**src/rtl/seg_scan_driver.sv**
```systemverilog
// seg_scan_driver
// Time-multiplexed driver for a four-digit, common-anode seven-segment
// display. It lights one digit at a time for DWELL_CYCLES clocks. Between
// digits there are GUARD_CYCLES clocks with every anode off, which
// prevents ghosting.
//
// Digit values and decimal-point requests are captured once per frame,
// just as digit 0 lights, so a frame never mixes old and new values.
//
// Build option: define SEG_SCAN_DRIVER_LZB_EN to enable leading-zero
// blanking. A zero digit in positions 3..1 is dark when every more
// significant digit is also zero. Digit 0 is never blanked. Without the
// macro, every digit is decoded and no blanking logic exists.
`timescale 1ns/1ps

module seg_scan_driver #(
  parameter int DWELL_CYCLES = 100000,
  parameter int GUARD_CYCLES = 4
) (
  input  logic        seg_scan_driver_clk,
  input  logic        seg_scan_driver_rst_n,
  input  logic        seg_scan_driver_enable,
  input  logic [15:0] seg_scan_driver_digits,
  input  logic [3:0]  seg_scan_driver_dp_mask,
  output logic [3:0]  seg_scan_driver_anode_n,
  output logic [6:0]  seg_scan_driver_seg_n,
  output logic        seg_scan_driver_dp_n,
  output logic        seg_scan_driver_frame_done
);

  // The timer counts 0 .. (longest phase - 1), so clog2 of the longer phase suffices.
  localparam int MAX_CYCLES = (DWELL_CYCLES > GUARD_CYCLES) ? DWELL_CYCLES : GUARD_CYCLES;
  localparam int TW         = (MAX_CYCLES > 1) ? $clog2(MAX_CYCLES) : 1;

  localparam logic [TW-1:0] DWELL_LAST = TW'(DWELL_CYCLES - 1);
  localparam logic [TW-1:0] GUARD_LAST = TW'(GUARD_CYCLES - 1);

  localparam logic [6:0] SEG_BLANK = 7'h7F;
  localparam logic [6:0] SEG_DASH  = 7'b0111111;

  typedef enum logic {
    S_GUARD = 1'b0,
    S_DWELL = 1'b1
  } state_t;

  // Registered state
  state_t          r_state;
  logic [1:0]      r_idx;
  logic [TW-1:0]   r_timer;
  logic [15:0]     r_shadow_digits;
  logic [3:0]      r_shadow_dp;

  // Registered outputs
  logic [3:0]      r_anode_n;
  logic [6:0]      r_seg_n;
  logic            r_dp_n;
  logic            r_frame_done;

  // Next-state values
  state_t          w_state_next;
  logic [1:0]      w_idx_next;
  logic [TW-1:0]   w_timer_next;
  logic [15:0]     w_shadow_digits_next;
  logic [3:0]      w_shadow_dp_next;
  logic            w_frame_done_next;

  // Next output values, computed from the next state so each output is valid on the first cycle of its state
  logic [3:0]      w_anode_n_next;
  logic [6:0]      w_seg_n_next;
  logic            w_dp_n_next;
  logic [6:0]      w_digit_seg [4];

  // BCD to active-low {g,f,e,d,c,b,a}; codes 10-15 become a dash.
  function automatic logic [6:0] f_decode(input logic [3:0] bcd);
    logic [6:0] seg;
    case (bcd)
      4'd0:    seg = 7'b1000000;
      4'd1:    seg = 7'b1111001;
      4'd2:    seg = 7'b0100100;
      4'd3:    seg = 7'b0110000;
      4'd4:    seg = 7'b0011001;
      4'd5:    seg = 7'b0010010;
      4'd6:    seg = 7'b0000010;
      4'd7:    seg = 7'b1111000;
      4'd8:    seg = 7'b0000000;
      4'd9:    seg = 7'b0010000;
      default: seg = SEG_DASH;
    endcase
    return seg;
  endfunction

  // Next-state logic: guard/dwell sequencing, digit advance, and the frame-start shadow capture.
  always_comb begin
    w_state_next         = r_state;
    w_idx_next           = r_idx;
    w_timer_next         = r_timer + 1'b1;
    w_shadow_digits_next = r_shadow_digits;
    w_shadow_dp_next     = r_shadow_dp;
    w_frame_done_next    = 1'b0;

    if (!seg_scan_driver_enable) begin
      // Disabled: park in guard at digit 0 so re-enabling always begins with a full guard.
      w_state_next = S_GUARD;
      w_idx_next   = 2'd0;
      w_timer_next = '0;
    end else begin
      case (r_state)
        S_GUARD: begin
          if (r_timer == GUARD_LAST) begin
            w_state_next = S_DWELL;
            w_timer_next = '0;
            if (r_idx == 2'd0) begin
              w_shadow_digits_next = seg_scan_driver_digits;
              w_shadow_dp_next     = seg_scan_driver_dp_mask;
            end
          end
        end
        S_DWELL: begin
          if (r_timer == DWELL_LAST) begin
            w_state_next      = S_GUARD;
            w_timer_next      = '0;
            w_idx_next        = r_idx + 2'd1;
            w_frame_done_next = (r_idx == 2'd3);
          end
        end
        default: begin
          w_state_next = S_GUARD;
          w_idx_next   = 2'd0;
          w_timer_next = '0;
        end
      endcase
    end
  end

  // Per-digit segment patterns, decoded from the shadow value that will be current next cycle.
  genvar gi;
  generate
    for (gi = 0; gi < 4; gi++) begin : g_digit
      logic [3:0] w_nibble;
      assign w_nibble = w_shadow_digits_next[gi*4 +: 4];
`ifdef SEG_SCAN_DRIVER_LZB_EN
      if (gi == 0) begin : g_no_blank
        assign w_digit_seg[gi] = f_decode(w_nibble);
      end else begin : g_lzb
        logic w_leading_zero;
        // Blank when this digit and every more significant digit are zero.
        assign w_leading_zero  = (w_shadow_digits_next[15:gi*4] == '0);
        assign w_digit_seg[gi] = w_leading_zero ? SEG_BLANK : f_decode(w_nibble);
      end
`else
      assign w_digit_seg[gi] = f_decode(w_nibble);
`endif
    end
  endgenerate

  // Output values for the upcoming cycle: one anode and its pattern in dwell, everything dark in guard.
  always_comb begin
    w_anode_n_next = 4'hF;
    w_seg_n_next   = SEG_BLANK;
    w_dp_n_next    = 1'b1;
    if (w_state_next == S_DWELL) begin
      w_anode_n_next[w_idx_next] = 1'b0;
      w_seg_n_next               = w_digit_seg[w_idx_next];
      w_dp_n_next                = ~w_shadow_dp_next[w_idx_next];
    end
  end

  // State register; reset overrides enable and every transition.
  always_ff @(posedge seg_scan_driver_clk) begin
    if (!seg_scan_driver_rst_n) begin
      r_state         <= S_GUARD;
      r_idx           <= 2'd0;
      r_timer         <= '0;
      r_shadow_digits <= 16'h0000;
      r_shadow_dp     <= 4'h0;
    end else begin
      r_state         <= w_state_next;
      r_idx           <= w_idx_next;
      r_timer         <= w_timer_next;
      r_shadow_digits <= w_shadow_digits_next;
      r_shadow_dp     <= w_shadow_dp_next;
    end
  end

  // Output registers, so the pins are glitch-free.
  always_ff @(posedge seg_scan_driver_clk) begin
    if (!seg_scan_driver_rst_n) begin
      r_anode_n    <= 4'hF;
      r_seg_n      <= SEG_BLANK;
      r_dp_n       <= 1'b1;
      r_frame_done <= 1'b0;
    end else begin
      r_anode_n    <= w_anode_n_next;
      r_seg_n      <= w_seg_n_next;
      r_dp_n       <= w_dp_n_next;
      r_frame_done <= w_frame_done_next;
    end
  end

  assign seg_scan_driver_anode_n    = r_anode_n;
  assign seg_scan_driver_seg_n      = r_seg_n;
  assign seg_scan_driver_dp_n       = r_dp_n;
  assign seg_scan_driver_frame_done = r_frame_done;

endmodule

```
**config.mk**
```make
export PLATFORM = sky130hd
export DESIGN_NAME = seg_scan_driver
export DESIGN_NICKNAME = d
export VERILOG_FILES = /design/src/rtl/seg_scan_driver.sv
export SDC_FILE = /design/constraint.sdc
export NUM_CORES = 1
export LEC_CHECK = 0
export ABC_AREA = 1
export BUFFER_PORTS_ARGS = -buffer_cell sky130_fd_sc_hd__buf_4
export CAP_MARGIN = 25
export CORE_MARGIN = 2
export CORE_UTILIZATION = 55
export DETAILED_ROUTE_END_ITERATION = 7
export PLACE_DENSITY = 0.77
export SYNTH_ARGS = -nofsm -noshare
export SYNTH_HDL_FRONTEND = slang
export SYNTH_SLANG_ARGS = --single-unit
```
**constraint.sdc**
```tcl
create_clock -name seg_scan_driver_clk -period 7.4 [get_ports seg_scan_driver_clk]
set_clock_uncertainty 0.2 [all_clocks]
set_input_delay 0.37 -clock seg_scan_driver_clk [delete_from_list [all_inputs] [get_ports seg_scan_driver_clk]]
set_output_delay 0.37 -clock seg_scan_driver_clk [all_outputs]
set_load 0.1 [all_outputs]
```
==> results of run 1 <==
stage by stage:
stage / hold slack (ps) / cells / total power [mW] / utilization, % / instance area (µm²)
6_report: 119 / 593 / 0.484 / 62.3 / 3650
5_1_grt: 141 / 593 / 0.501 / 62.3 / 3650
4_1_cts: 119 / 593 / 0.489 / 62.3 / 3650
3_5_place_dp: 253 / 586 / 0.326 / 60.8 / 3560
3_3_place_gp: 243 / 586 / 0.326 / 60.8 / 3560
2_1_floorplan: 230 / 484 / 0.311 / - / 3270
cell usage after synthesis, types with 4 or more instances:
cell,number
sky130_fd_sc_hd__o21ai_2,5
sky130_fd_sc_hd__nand3_1,43
sky130_fd_sc_hd__nand4_1,7
sky130_fd_sc_hd__buf_6,5
sky130_fd_sc_hd__nor2_1,69
sky130_fd_sc_hd__nor2_2,12
sky130_fd_sc_hd__dfxtp_1,53
sky130_fd_sc_hd__o21ai_0,8
sky130_fd_sc_hd__ha_1,15
sky130_fd_sc_hd__a21oi_1,11
sky130_fd_sc_hd__inv_1,51
sky130_fd_sc_hd__nand2_2,10
sky130_fd_sc_hd__mux2i_1,4
sky130_fd_sc_hd__nand2_1,135
sky130_fd_sc_hd__nand3_2,4
sky130_fd_sc_hd__nor2_4,5
sky130_fd_sc_hd__inv_2,9
sky130_fd_sc_hd__nor3_1,6
power by group:
group	internal [mW]	switching, mW
logic	0.0125	0.0194
clock network	0.0745	0.0907
registers	0.286	0.000855
sequential cells by signal, summed over array words and instances (netlist names):
| signal | cells |
|---|---|
| r_state | 1 |
| r_idx | 2 |
| r_shadow_digits | 16 |
| seg_scan_driver_seg_n | 7 |
| r_timer | 17 |
| seg_scan_driver_frame_done | 1 |
| seg_scan_driver_anode_n | 4 |
| r_shadow_dp | 4 |
| seg_scan_driver_dp_n | 1 |
how the worst max path moves through the flow:
stage | startpoint | to | slack [ps] | cells after the start
3_5_place_dp | r_timer[0] | seg_scan_driver_seg_n[1] | 4680 | 14
2_1_floorplan | r_timer[0] | seg_scan_driver_seg_n[3] | 5080 | 17
5_1_grt | r_timer[0] | seg_scan_driver_seg_n[1] | 4430 | 14
3_3_place_gp | r_timer[0] | seg_scan_driver_seg_n[1] | 4720 | 14
6_report | r_timer[0] | seg_scan_driver_seg_n[1] | 4660 | 14
4_1_cts | r_timer[0] | seg_scan_driver_seg_n[1] | 4650 | 14
cell usage in the layout (no fill, tap or decap):
cell and n:
sky130_fd_sc_hd__nor2_1 69, sky130_fd_sc_hd__inv_1 51, sky130_fd_sc_hd__ha_1 15, sky130_fd_sc_hd__xnor2_1 2
sky130_fd_sc_hd__mux2i_1 4, sky130_fd_sc_hd__o211ai_1 2, sky130_fd_sc_hd__or2_1 2, sky130_fd_sc_hd__or2_0 1
sky130_fd_sc_hd__a21oi_2 1, sky130_fd_sc_hd__a21oi_1 11, sky130_fd_sc_hd__o21ai_1 2, sky130_fd_sc_hd__clkbuf_1 1
sky130_fd_sc_hd__clkinv_1 2, sky130_fd_sc_hd__nand3_4 1, sky130_fd_sc_hd__a211oi_1 2, sky130_fd_sc_hd__o21ai_2 5
sky130_fd_sc_hd__buf_4 35, sky130_fd_sc_hd__nor2_2 12, sky130_fd_sc_hd__nor4_1 1, sky130_fd_sc_hd__nand2_1 135
sky130_fd_sc_hd__nand3b_1 3, sky130_fd_sc_hd__nor3_2 2, sky130_fd_sc_hd__nor3_1 6, sky130_fd_sc_hd__nand3_1 43
sky130_fd_sc_hd__nand2_2 10, sky130_fd_sc_hd__nand4_4 2, sky130_fd_sc_hd__inv_2 9, sky130_fd_sc_hd__o21ai_0 8
sky130_fd_sc_hd__nand4_1 7, sky130_fd_sc_hd__dfxtp_1 53, sky130_fd_sc_hd__nor2_4 5, sky130_fd_sc_hd__xor2_1 3
sky130_fd_sc_hd__nand2_4 3, sky130_fd_sc_hd__clkbuf_8 6, sky130_fd_sc_hd__nand3_2 4
final cells by class:
type,instances,area share [%]
well taps,75,2.57
multi-input cells,361,52.4
inverters,62,6.38
clock buffers,7,2.37
flip-flops and latches,53,29.1
repair buffers,35,7.21
logic make-up (layout without fill, tap and decap cells):
logic type,after synthesis,count (layout),share of synthesized area (%)
AOI/OAI and AO/OA,31,31,5.74
DFF,53,53,32.4
and+or+nand+nor,306,306,44.3
adders and majority gates,15,15,5.74
muxes,4,4,1.22
buffers and inverters,70,104,9.22
xor gates and xnor gates,5,5,1.34
worst reg2reg max path, stage by stage, from the launching register on:
cell and delay [ps]:
sky130_fd_sc_hd__dfxtp_1 390, sky130_fd_sc_hd__ha_1 200, sky130_fd_sc_hd__inv_1 50, sky130_fd_sc_hd__nor2_1 70
sky130_fd_sc_hd__nand2_1 90, sky130_fd_sc_hd__nor2_2 150, sky130_fd_sc_hd__nand4_4 340, sky130_fd_sc_hd__nand2_1 200
sky130_fd_sc_hd__nand2_2 130, sky130_fd_sc_hd__inv_1 110, sky130_fd_sc_hd__ha_1 250, sky130_fd_sc_hd__or2_0 220
sky130_fd_sc_hd__o21ai_1 180, sky130_fd_sc_hd__nor2_1 70, sky130_fd_sc_hd__nand2_1 60
per-layer routing:
metal / routed length [µm] / up-vias
met5: 0 / -
met4: 133 / 0
met3: 440 / 14
met2: 3350 / 97
met1: 3680 / 1404
li1: - / 1588
==> metrics.log, run 1 <==
INFO  metric layout_min_cycle_time = 2740 ps
INFO  metric start_kind = flip-flop
INFO  metric post_drt_wl_per_cell = 12.8 µm
INFO  metric power.density = 133 nW/µm²
INFO  metric r2r_setup_slack = 4660 ps
INFO  metric setup_buffers_after_cts = 0
INFO  metric reg2reg_to = seg_scan_driver_seg_n[1]
INFO  metric max_clock_freq = 0.365 GHz
INFO  metric path_class = reg -> reg
INFO  metric hold_path_depth = 3
INFO  metric maximum_level_of_the_cts_h_tree = 2
INFO  metric dp_hpwl = 5980 µm
INFO  metric cp_data_required_time = 7450 ps
INFO  metric grt_pass1_vias = 2,908
INFO  metric chipHeight = 81.1 µm
INFO  metric static_leakage_power = 1.74 nW
INFO  metric multiInputGateArea = 1910 µm²
INFO  metric worst_ir_drop_vdd = 0.0943 mV
INFO  metric global_route.usage.total = 25.2%
INFO  metric fin_setup_tns = 0 ps
INFO  metric initial_core_util = 55.9%
INFO  metric cap_violations = 0
INFO  metric status = complete, no violations
INFO  metric cts_clk_pin_slew_worst_paths = 100 ps
INFO  metric yosysUniqueCellTypes = 35
INFO  metric reg2regPathDepth = 14
INFO  metric num_antenna_cells = 0
INFO  metric numClockSinks = 53
INFO  metric grt_setup_unrepaired = no
INFO  metric synth_seq_area_share = 32.4%
INFO  metric cts.repair.resized = 0
INFO  metric overflow = 0
INFO  metric worst_r2r_startpoint = r_timer[0]
INFO  metric num_io_pins = 36
INFO  metric max_stage_delay = 390 ps
INFO  metric critical_path.slowest_cell = sky130_fd_sc_hd__dfxtp_1
INFO  metric cts_inserted_buffers = 5
INFO  metric area_of_the_mapped_netlist = 3270 µm²
INFO  metric async_reset_ff_share = 0%
INFO  metric syn-instance-count = 484
INFO  metric ctsRootBufferMaster = sky130_fd_sc_hd__clkbuf_8
INFO  metric clock_buffer_depth = 2
INFO  metric area_growth = 11.4%
INFO  metric cp-end-kind = flip-flop
INFO  metric crit_chain = ha_1, inv_1, nor2_1, nand2_1, nor2_2, nand4_4, nand2_1, nand2_2, inv_1, ha_1, or2_0, o21ai_1, nor2_1, nand2_1
INFO  metric placement.setup.worst_slack = 4680 ps
INFO  metric layout.area.seq = 1060 µm²
INFO  metric globalRouteMet1Util = 34.6%
INFO  metric setup-violations-final = 0
INFO  metric timing.hold.worst.class = in -> reg
INFO  metric min_delay_worst_endpoint = r_shadow_dp[2]
INFO  metric synth-edff-count = 0
INFO  metric tritoncts = yes
INFO  metric largest_driver_fanout_on_the_critical_path = 19
INFO  metric worst_slew_margin_rel = 49.2%
INFO  metric synth_top_area_share = 32.4%
INFO  metric min-delay-start = seg_scan_driver_dp_mask[2]
INFO  metric detailroute.via_count = 3,103
INFO  metric ys_top_cells_by_area = sky130_fd_sc_hd__dfxtp_1, sky130_fd_sc_hd__nand2_1, sky130_fd_sc_hd__nor2_1
INFO  metric dieArea = 6580 µm²
INFO  metric dieWidth = 81.1 µm
INFO  metric synth_warnings = 0
INFO  metric count_of_nets_after_finishing = 556
INFO  metric yosys_most_used_dff = sky130_fd_sc_hd__dfxtp_1
INFO  metric detail_route.first_pass.iterations = 5
INFO  metric synth_fp_nets = 522
INFO  metric worstMarginPinSlew = 762 ps
INFO  metric post_route_cells_drive_above_1_share = 18.3%
INFO  metric grt_most_used_layer = met2
INFO  metric grt.met2_usage = 39.7%
INFO  metric detailed_route_wire_length = 7600 µm
INFO  metric grt_use_met3 = 4.78%
INFO  metric antenna_found_initial = 0
INFO  metric postSynthAreaPerCell = 6.76 µm²
INFO  metric drt_iter0_drc = 328
INFO  metric gp_routability_congestion = 0.950
INFO  metric port-buffer-count = 35
INFO  metric clock_latency = 300 ps
INFO  metric min_period_over_period = 37.0%
INFO  metric nFillCells = 533
INFO  metric ys_ff_latch = 53
INFO  metric final_setup_margin = 4660 ps
INFO  metric first_pass_grt_wire_length = 12,900 µm
INFO  metric crit_family = simple AND/OR/NAND/NOR gates
INFO  metric cts_hold_repair.buffers = 0
INFO  metric cp_arrival = 2790 ps
INFO  metric detail_route.vias_per_cell = 5.23
INFO  metric path_buf_inv = 2
INFO  metric critical-path-top-cell-by-count = sky130_fd_sc_hd__nand2_1
INFO  metric antenna_viol_nets_final = 0
INFO  metric grt_max_degree = 22
INFO  metric slew_viol_final = 0
INFO  metric design.core.area = 5850 µm²
INFO  metric floorplan.rows = 28
INFO  metric yosysTopAreaCell = sky130_fd_sc_hd__dfxtp_1
INFO  metric hold_viol_final = 0
INFO  metric drc = 0
No activity file was read; power rests on OpenSTA's default activity.
==> run 2: changes to the inputs <==
==> constraint.sdc (replaced) <==
create_clock -name seg_scan_driver_clk -period 2.6 [get_ports seg_scan_driver_clk]
set_clock_uncertainty 0.2 [all_clocks]
set_input_delay 0.13 -clock seg_scan_driver_clk [delete_from_list [all_inputs] [get_ports seg_scan_driver_clk]]
set_output_delay 0.13 -clock seg_scan_driver_clk [all_outputs]
set_load 0.1 [all_outputs]
==> metrics.log, run 2 (synthesis results as in run 1) <==
INFO  metric status = complete, no violations
INFO  metric cp_arrival = 2520 ps
INFO  metric post_layout_instance_area = 4010 µm²
INFO  metric dieArea = 6580 µm²
INFO  metric setup-violations-final = 0
INFO  metric path_class = reg -> reg
INFO  metric antenna_viol_nets_final = 0
INFO  metric largest_driver_fanout_on_the_critical_path = 4
INFO  metric min_delay_worst_endpoint = r_shadow_digits[13]
INFO  metric final_setup_margin = 99.7 ps
INFO  metric reg2reg_to = seg_scan_driver_seg_n[3]
INFO  metric first_pass_grt_wire_length = 13,200 µm
INFO  metric worst_ir_drop_vdd = 0.217 mV
INFO  metric tritoncts = yes
INFO  metric maximum_level_of_the_cts_h_tree = 2
INFO  metric count_of_nets_after_finishing = 590
INFO  metric area_growth = 22.4%
INFO  metric timing.hold.worst.class = in -> reg
INFO  metric post_route_cells_drive_above_1_share = 23.7%
INFO  metric max_clock_freq = 0.400 GHz
INFO  metric detail_route.first_pass.iterations = 5
INFO  metric registers.top_by_ff_count = r_timer
INFO  metric num_io_pins = 36
INFO  metric start_kind = flip-flop
INFO  metric cap_violations = 0
INFO  metric min_period_over_period = 96.2%
INFO  metric power.density = 353 nW/µm²
INFO  metric dieWidth = 81.1 µm
INFO  metric detailroute.via_count = 3,267
INFO  metric grt_max_degree = 22
INFO  metric worst_slew_margin_rel = 50.4%
INFO  metric cts_clk_pin_slew_worst_paths = 100 ps
INFO  metric cp-end-kind = flip-flop
INFO  metric cts_inserted_buffers = 5
INFO  metric post_drt_wl_per_cell = 13.5 µm
INFO  metric chipHeight = 81.1 µm
INFO  metric detailed_route_wire_length = 8490 µm
INFO  metric global_route.usage.total = 25.9%
INFO  metric numClockSinks = 53
INFO  metric placement.setup.worst_slack = 12.0 ps
INFO  metric drt_iter0_drc = 245
INFO  metric design.core.area = 5850 µm²
INFO  metric dp_hpwl = 6160 µm
INFO  metric layout_min_cycle_time = 2500 ps
INFO  metric hold_path_depth = 5
INFO  metric initial_core_util = 55.9%
INFO  metric overflow = 0
INFO  metric min-delay-start = seg_scan_driver_digits[13]
INFO  metric drc = 0
INFO  metric clock_latency = 310 ps
INFO  metric report.power.total = 1.41 mW
INFO  metric slew_viol_final = 0
INFO  metric r2r_setup_slack = 100 ps
INFO  metric antenna_found_initial = 0
INFO  metric worst_r2r_startpoint = r_timer[1]
INFO  metric cp_data_required_time = 2610 ps
INFO  metric num_antenna_cells = 0
INFO  metric worstMarginPinSlew = 743 ps
INFO  metric hold_viol_final = 0
INFO  metric largest_register_ff_count = 17
INFO  metric leading_cell_type_in_the_layout_fill_and_taps_excluded = sky130_fd_sc_hd__nand2_1
INFO  metric grt_pass1_vias = 2,928
INFO  metric placement.cell_area = 3660 µm²
INFO  metric clock_buffer_depth = 2
INFO  metric ctsRootBufferMaster = sky130_fd_sc_hd__clkbuf_8
INFO  metric gp_routability_congestion = 0.899
INFO  metric final_cell_mix = sky130_fd_sc_hd__nand2_1, sky130_fd_sc_hd__nor2_1, sky130_fd_sc_hd__buf_4
INFO  metric reg2regPathDepth = 17
INFO  metric floorplan.rows = 28
INFO  metric detail_route.vias_per_cell = 5.21
INFO  metric port-buffer-count = 35
INFO  metric static_leakage_power = 1.89 nW
==> run 2: final cells by class <==
class,count,area [µm²]
Clock buffer,7,86.3
Fill cell,508,1850
Inverter,62,236
Multi-Input combinational cell,362,1970
Sequential cell,53,1070
Tap cell,75,93.8
Timing Repair Buffer,68,552
==> run 2: critical path: stages, from the launching register on <==
cell                      delay, ps
sky130_fd_sc_hd__dfxtp_4        370
sky130_fd_sc_hd__ha_4           130
sky130_fd_sc_hd__inv_1           40
sky130_fd_sc_hd__nor2_2          80
sky130_fd_sc_hd__nand2_2         90
sky130_fd_sc_hd__nor2_4         190
sky130_fd_sc_hd__nand2_4         80
sky130_fd_sc_hd__nor2_4         170
sky130_fd_sc_hd__nand3_2         90
sky130_fd_sc_hd__nand2_2        110
sky130_fd_sc_hd__inv_2           60
sky130_fd_sc_hd__ha_1           330
sky130_fd_sc_hd__nand3_1        110
sky130_fd_sc_hd__nand2_1         60
sky130_fd_sc_hd__nand2_1         50
sky130_fd_sc_hd__nand2_1         50
sky130_fd_sc_hd__nor2_1         120
sky130_fd_sc_hd__nand2_1         50
==> run 2: report_power, final <==
part / switching [mW] / total, mW / internal (mW)
Clock: 0.268 / 0.480 / 0.212
Sequential: 0.00246 / 0.817 / 0.814
Combinational: 0.0619 / 0.115 / 0.0533
Total: 0.332 / 1.41 / 1.08
==> run 2: worst max-delay path by stage <==
stage	startpoint	end	slack, ps	depth (start not counted)
finish	r_timer[1]	seg_scan_driver_seg_n[3]	100	17
CTS	r_timer[1]	seg_scan_driver_seg_n[3]	8	17
global placement	r_timer[1]	seg_scan_driver_seg_n[3]	60	17
floorplan	r_timer[0]	seg_scan_driver_seg_n[3]	280	17
detailed placement	r_timer[1]	seg_scan_driver_seg_n[3]	10	17
global route	r_timer[1]	seg_scan_driver_seg_n[3]	-80	17
==> run 2: per-stage QoR <==
stage | utilization (%) | setup TNS [ps] | hold slack, ps | cells
after global routing | 68.5 | -188 | 56.3 | 627
after CTS | 65.8 | 0 | 23.6 | 617
after detailed placement | 62.6 | 0 | 199 | 600
after floorplan | - | 0 | 89.8 | 484
after global placement | 62.6 | 0 | 190 | 600
final | 68.5 | 0 | 24.1 | 627
==> run 2: what timing repair did <==
item / in CTS / in global routing
endpoints found under the setup margin: 0 / 7
resized for setup: 0 / 19
endpoints found under the hold margin: 11 / 0
buffers inserted: 0 / 9
hold buffers: 10 / 0
==> run 2: metal layers <==
metal  up-vias  wire (µm)  GRT usage (%)
li1       1658          -              -
met3        23        527           3.33
met2       135       3870           42.2
met1      1451       3890           35.4
met4         0        194           8.47
met5         -          0              0
==> run 3: changes to the inputs <==
--- a/config.mk
+++ b/config.mk
@@ -8,10 +8,12 @@
 export ABC_AREA = 1
 export BUFFER_PORTS_ARGS = -buffer_cell sky130_fd_sc_hd__buf_4
 export CAP_MARGIN = 25
-export CORE_MARGIN = 2
-export CORE_UTILIZATION = 55
+export CELL_PAD_IN_SITES_DETAIL_PLACEMENT = 1
+export CELL_PAD_IN_SITES_GLOBAL_PLACEMENT = 1
+export CORE_MARGIN = 5
+export CORE_UTILIZATION = 42
 export DETAILED_ROUTE_END_ITERATION = 7
-export PLACE_DENSITY = 0.77
+export PLACE_DENSITY = 0.81
 export SYNTH_ARGS = -nofsm -noshare
 export SYNTH_HDL_FRONTEND = slang
 export SYNTH_SLANG_ARGS = --single-unit
==> metrics.log, run 3 (synthesis results as in run 1) <==
INFO  metric global_route.usage.total = 21.1%
INFO  metric setup-violations-final = 1
INFO  metric cts_inserted_buffers = 5
INFO  metric critical_path.startpoint = r_timer[0]
INFO  metric crit_chain = ha_4, inv_2, nor2_2, nand2_2, nor2_4, nand4_4, buf_4, nand2_2, nand2_4, nand2_1, o21ai_0, nand2_1, nand2_1, nor2_1, nand3_1
INFO  metric numClockSinks = 53
INFO  metric slew_viol_final = 0
INFO  metric registers.top_by_ff_count = r_timer
INFO  metric status = finished with violations
INFO  metric cell_internal_power = 1.16 mW
INFO  metric start_kind = flip-flop
INFO  metric cp-end-kind = flip-flop
INFO  metric post_route_cells_drive_above_1_share = 27.2%
INFO  metric power.density = 368 nW/µm²
INFO  metric count_of_nets_after_finishing = 594
INFO  metric clock_latency = 320 ps
INFO  metric drt_iter0_drc = 115
INFO  metric reg2reg_to = seg_scan_driver_seg_n[4]
INFO  metric failed_checks = negative setup slack
INFO  metric crit_path_end = seg_scan_driver_seg_n[4]
INFO  metric worst_slew_margin_rel = 48.6%
INFO  metric clock_buffer_depth = 2
INFO  metric nFillCells = 1,011
INFO  metric part_of_the_total_power_dissipated_in_the_clock_network = 38.3%
INFO  metric max_clock_freq = 0.379 GHz
INFO  metric reg2regPathDepth = 15
INFO  metric grt.met2_usage = 37.2%
INFO  metric worst_r2r_startpoint = r_timer[0]
INFO  metric p_comb_share = 8.2%
INFO  metric max_stage_delay = 370 ps
INFO  metric ctsRootBufferMaster = sky130_fd_sc_hd__clkbuf_8
INFO  metric cts_clk_pin_slew_worst_paths = 100 ps
INFO  metric path_class = reg -> reg
INFO  metric antenna_found_initial = 0
INFO  metric globalRouteMet1Util = 26.9%
INFO  metric p_seq_share = 53.5%
INFO  metric static_leakage_power = 1.92 nW
INFO  metric critical_path.slowest_cell = sky130_fd_sc_hd__dfxtp_2
INFO  metric maximum_level_of_the_cts_h_tree = 2
INFO  metric worstMarginPinSlew = 770 ps
INFO  metric detailroute.via_count = 3,444
INFO  metric overflow = 0
INFO  metric post_layout_instance_area = 4150 µm²
INFO  metric area_growth = 26.9%
INFO  metric tritoncts = yes
INFO  metric placement.cell_area = 3690 µm²
INFO  metric cp_data_required_time = 2600 ps
INFO  metric num_antenna_cells = 0
INFO  metric first_pass_grt_wire_length = 16,700 µm
INFO  metric dp_hpwl = 7900 µm
INFO  metric leading_cell_type_in_the_layout_fill_and_taps_excluded = sky130_fd_sc_hd__nand2_1
INFO  metric drc = 0
INFO  metric num_io_pins = 36
INFO  metric report.power.total = 1.53 mW
INFO  metric final_setup_margin = -40.3 ps
INFO  metric layout_min_cycle_time = 2640 ps
INFO  metric chipHeight = 98.3 µm
INFO  metric detail_route.first_pass.iterations = 4
INFO  metric critical-path-top-cell-by-count = sky130_fd_sc_hd__nand2_1
INFO  metric cp_arrival = 2640 ps
INFO  metric dieWidth = 98.3 µm
INFO  metric largest_driver_fanout_on_the_critical_path = 9
INFO  metric min_period_over_period = 102%
INFO  metric detailed_route_wire_length = 11,000 µm
INFO  metric power_switching_share = 24.4%
INFO  metric largest_register_ff_count = 17
INFO  metric detail_route.vias_per_cell = 5.23
INFO  metric timing.hold.worst.class = in -> reg
INFO  metric r2r_setup_slack = -40 ps
INFO  metric netSwitchingPower = 0.373 mW
INFO  metric final_cell_mix = sky130_fd_sc_hd__nand2_1, sky130_fd_sc_hd__nor2_1, sky130_fd_sc_hd__buf_4
INFO  metric floorplan.rows = 32
INFO  metric design.core.area = 7650 µm²
INFO  metric port-buffer-count = 35
INFO  metric grt_pass1_vias = 3,530
INFO  metric post_drt_wl_per_cell = 16.7 µm
INFO  metric gp_routability_congestion = 0.880
INFO  metric antenna_viol_nets_final = 0
INFO  metric grt_most_used_layer = met2
INFO  metric hold_viol_final = 0
INFO  metric cap_violations = 0
INFO  metric grt_max_degree = 22
INFO  metric initial_core_util = 42.8%
INFO  metric worst_ir_drop_vdd = 0.270 mV
INFO  metric dieArea = 9660 µm²
INFO  metric grt_use_met3 = 3.14%
[run 3: cell count changes in the layout (fill, tap and decap cells not counted), moves of 2 or more]
| cell | delta |
|---|---|
| sky130_fd_sc_hd__o21ai_1 | -2 |
| sky130_fd_sc_hd__nor2_2 | -2 |
| sky130_fd_sc_hd__ha_2 | +2 |
| sky130_fd_sc_hd__buf_4 | +4 |
| sky130_fd_sc_hd__nand2_2 | +5 |
| sky130_fd_sc_hd__inv_1 | -4 |
| sky130_fd_sc_hd__ha_1 | -2 |
| sky130_fd_sc_hd__nand2_4 | +2 |
| sky130_fd_sc_hd__inv_2 | +4 |
| sky130_fd_sc_hd__nand2_1 | -7 |
[run 3: final cells by class]
| class | instances | area (µm²) | area share, % |
|---|---|---|---|
| Sequential cell | 53 | 1070 | 25.7 |
| Clock inverter | 2 | 38.8 | 0.934 |
| Multi-Input combinational cell | 362 | 2030 | 48.9 |
| Tap cell | 102 | 128 | 3.07 |
| Clock buffer | 5 | 68.8 | 1.66 |
| Inverter | 62 | 236 | 5.70 |
| Timing Repair Buffer | 72 | 581 | 14.0 |
[run 3: stage by stage]
step                hold slack (ps)  std cells  TNS (ps)  setup slack (ps)  utilization [%]
finish                         26.2        658     -40.3             -40.3             54.3
floorplan                      89.8        484         0               278                -
global route                   60.8        658      -428              -188             54.3
CTS                            18.6        647         0              18.5             51.7
global placement                191        626         0              6.99             48.3
detailed placement              203        626     -31.8             -31.8             48.3
[run 3: metal layers]
| metal | wire (µm) | vias to the layer above |
|---|---|---|
| met5 | 0 | - |
| met3 | 544 | 17 |
| li1 | - | 1670 |
| met2 | 5460 | 71 |
| met4 | 187 | 0 |
| met1 | 4780 | 1686 |
[run 3: how the worst min path moves through the flow]
stage | from | to | cells past startpoint
after floorplan | seg_scan_driver_rst_n | r_shadow_digits[15] | 2
after global placement | seg_scan_driver_dp_mask[1] | r_shadow_dp[1] | 3
after detailed placement | seg_scan_driver_dp_mask[1] | r_shadow_dp[1] | 3
after CTS | seg_scan_driver_digits[11] | r_shadow_digits[11] | 5
after global routing | seg_scan_driver_rst_n | r_idx[0] | 3
final | seg_scan_driver_digits[11] | r_shadow_digits[11] | 5
[run 3: worst max-delay path: cells and delay by family, from the launching register on]
| family | cells | cell delay [ps] |
|---|---|---|
| buffers and inverters | 2 | 280 |
| and+or+nand+nor | 11 | 1390 |
| AOI/OAI and AO/OA | 1 | 130 |
| adders and majority gates | 1 | 150 |
| DFF | 1 | 370 |
[run 3: power groups by stage]
stage                     clock, mW  sequential, mW  combinational (mW)
final                         0.586           0.817               0.125
after global routing          0.634           0.818               0.136
after CTS                     0.597           0.818               0.117
after detailed placement          0           0.836               0.101
after global placement            0           0.836              0.0976
after floorplan                   0           0.839              0.0447
[run 3: repair_timing]
action / in CTS / in global routing
pin swaps: 3 / 18
buffers inserted: 3 / 10
hold buffers: 11 / 0
gates cloned: 0 / 1
setup endpoints to repair: 3 / 7
resized for setup: 4 / 35
hold endpoints to repair: 12 / 0
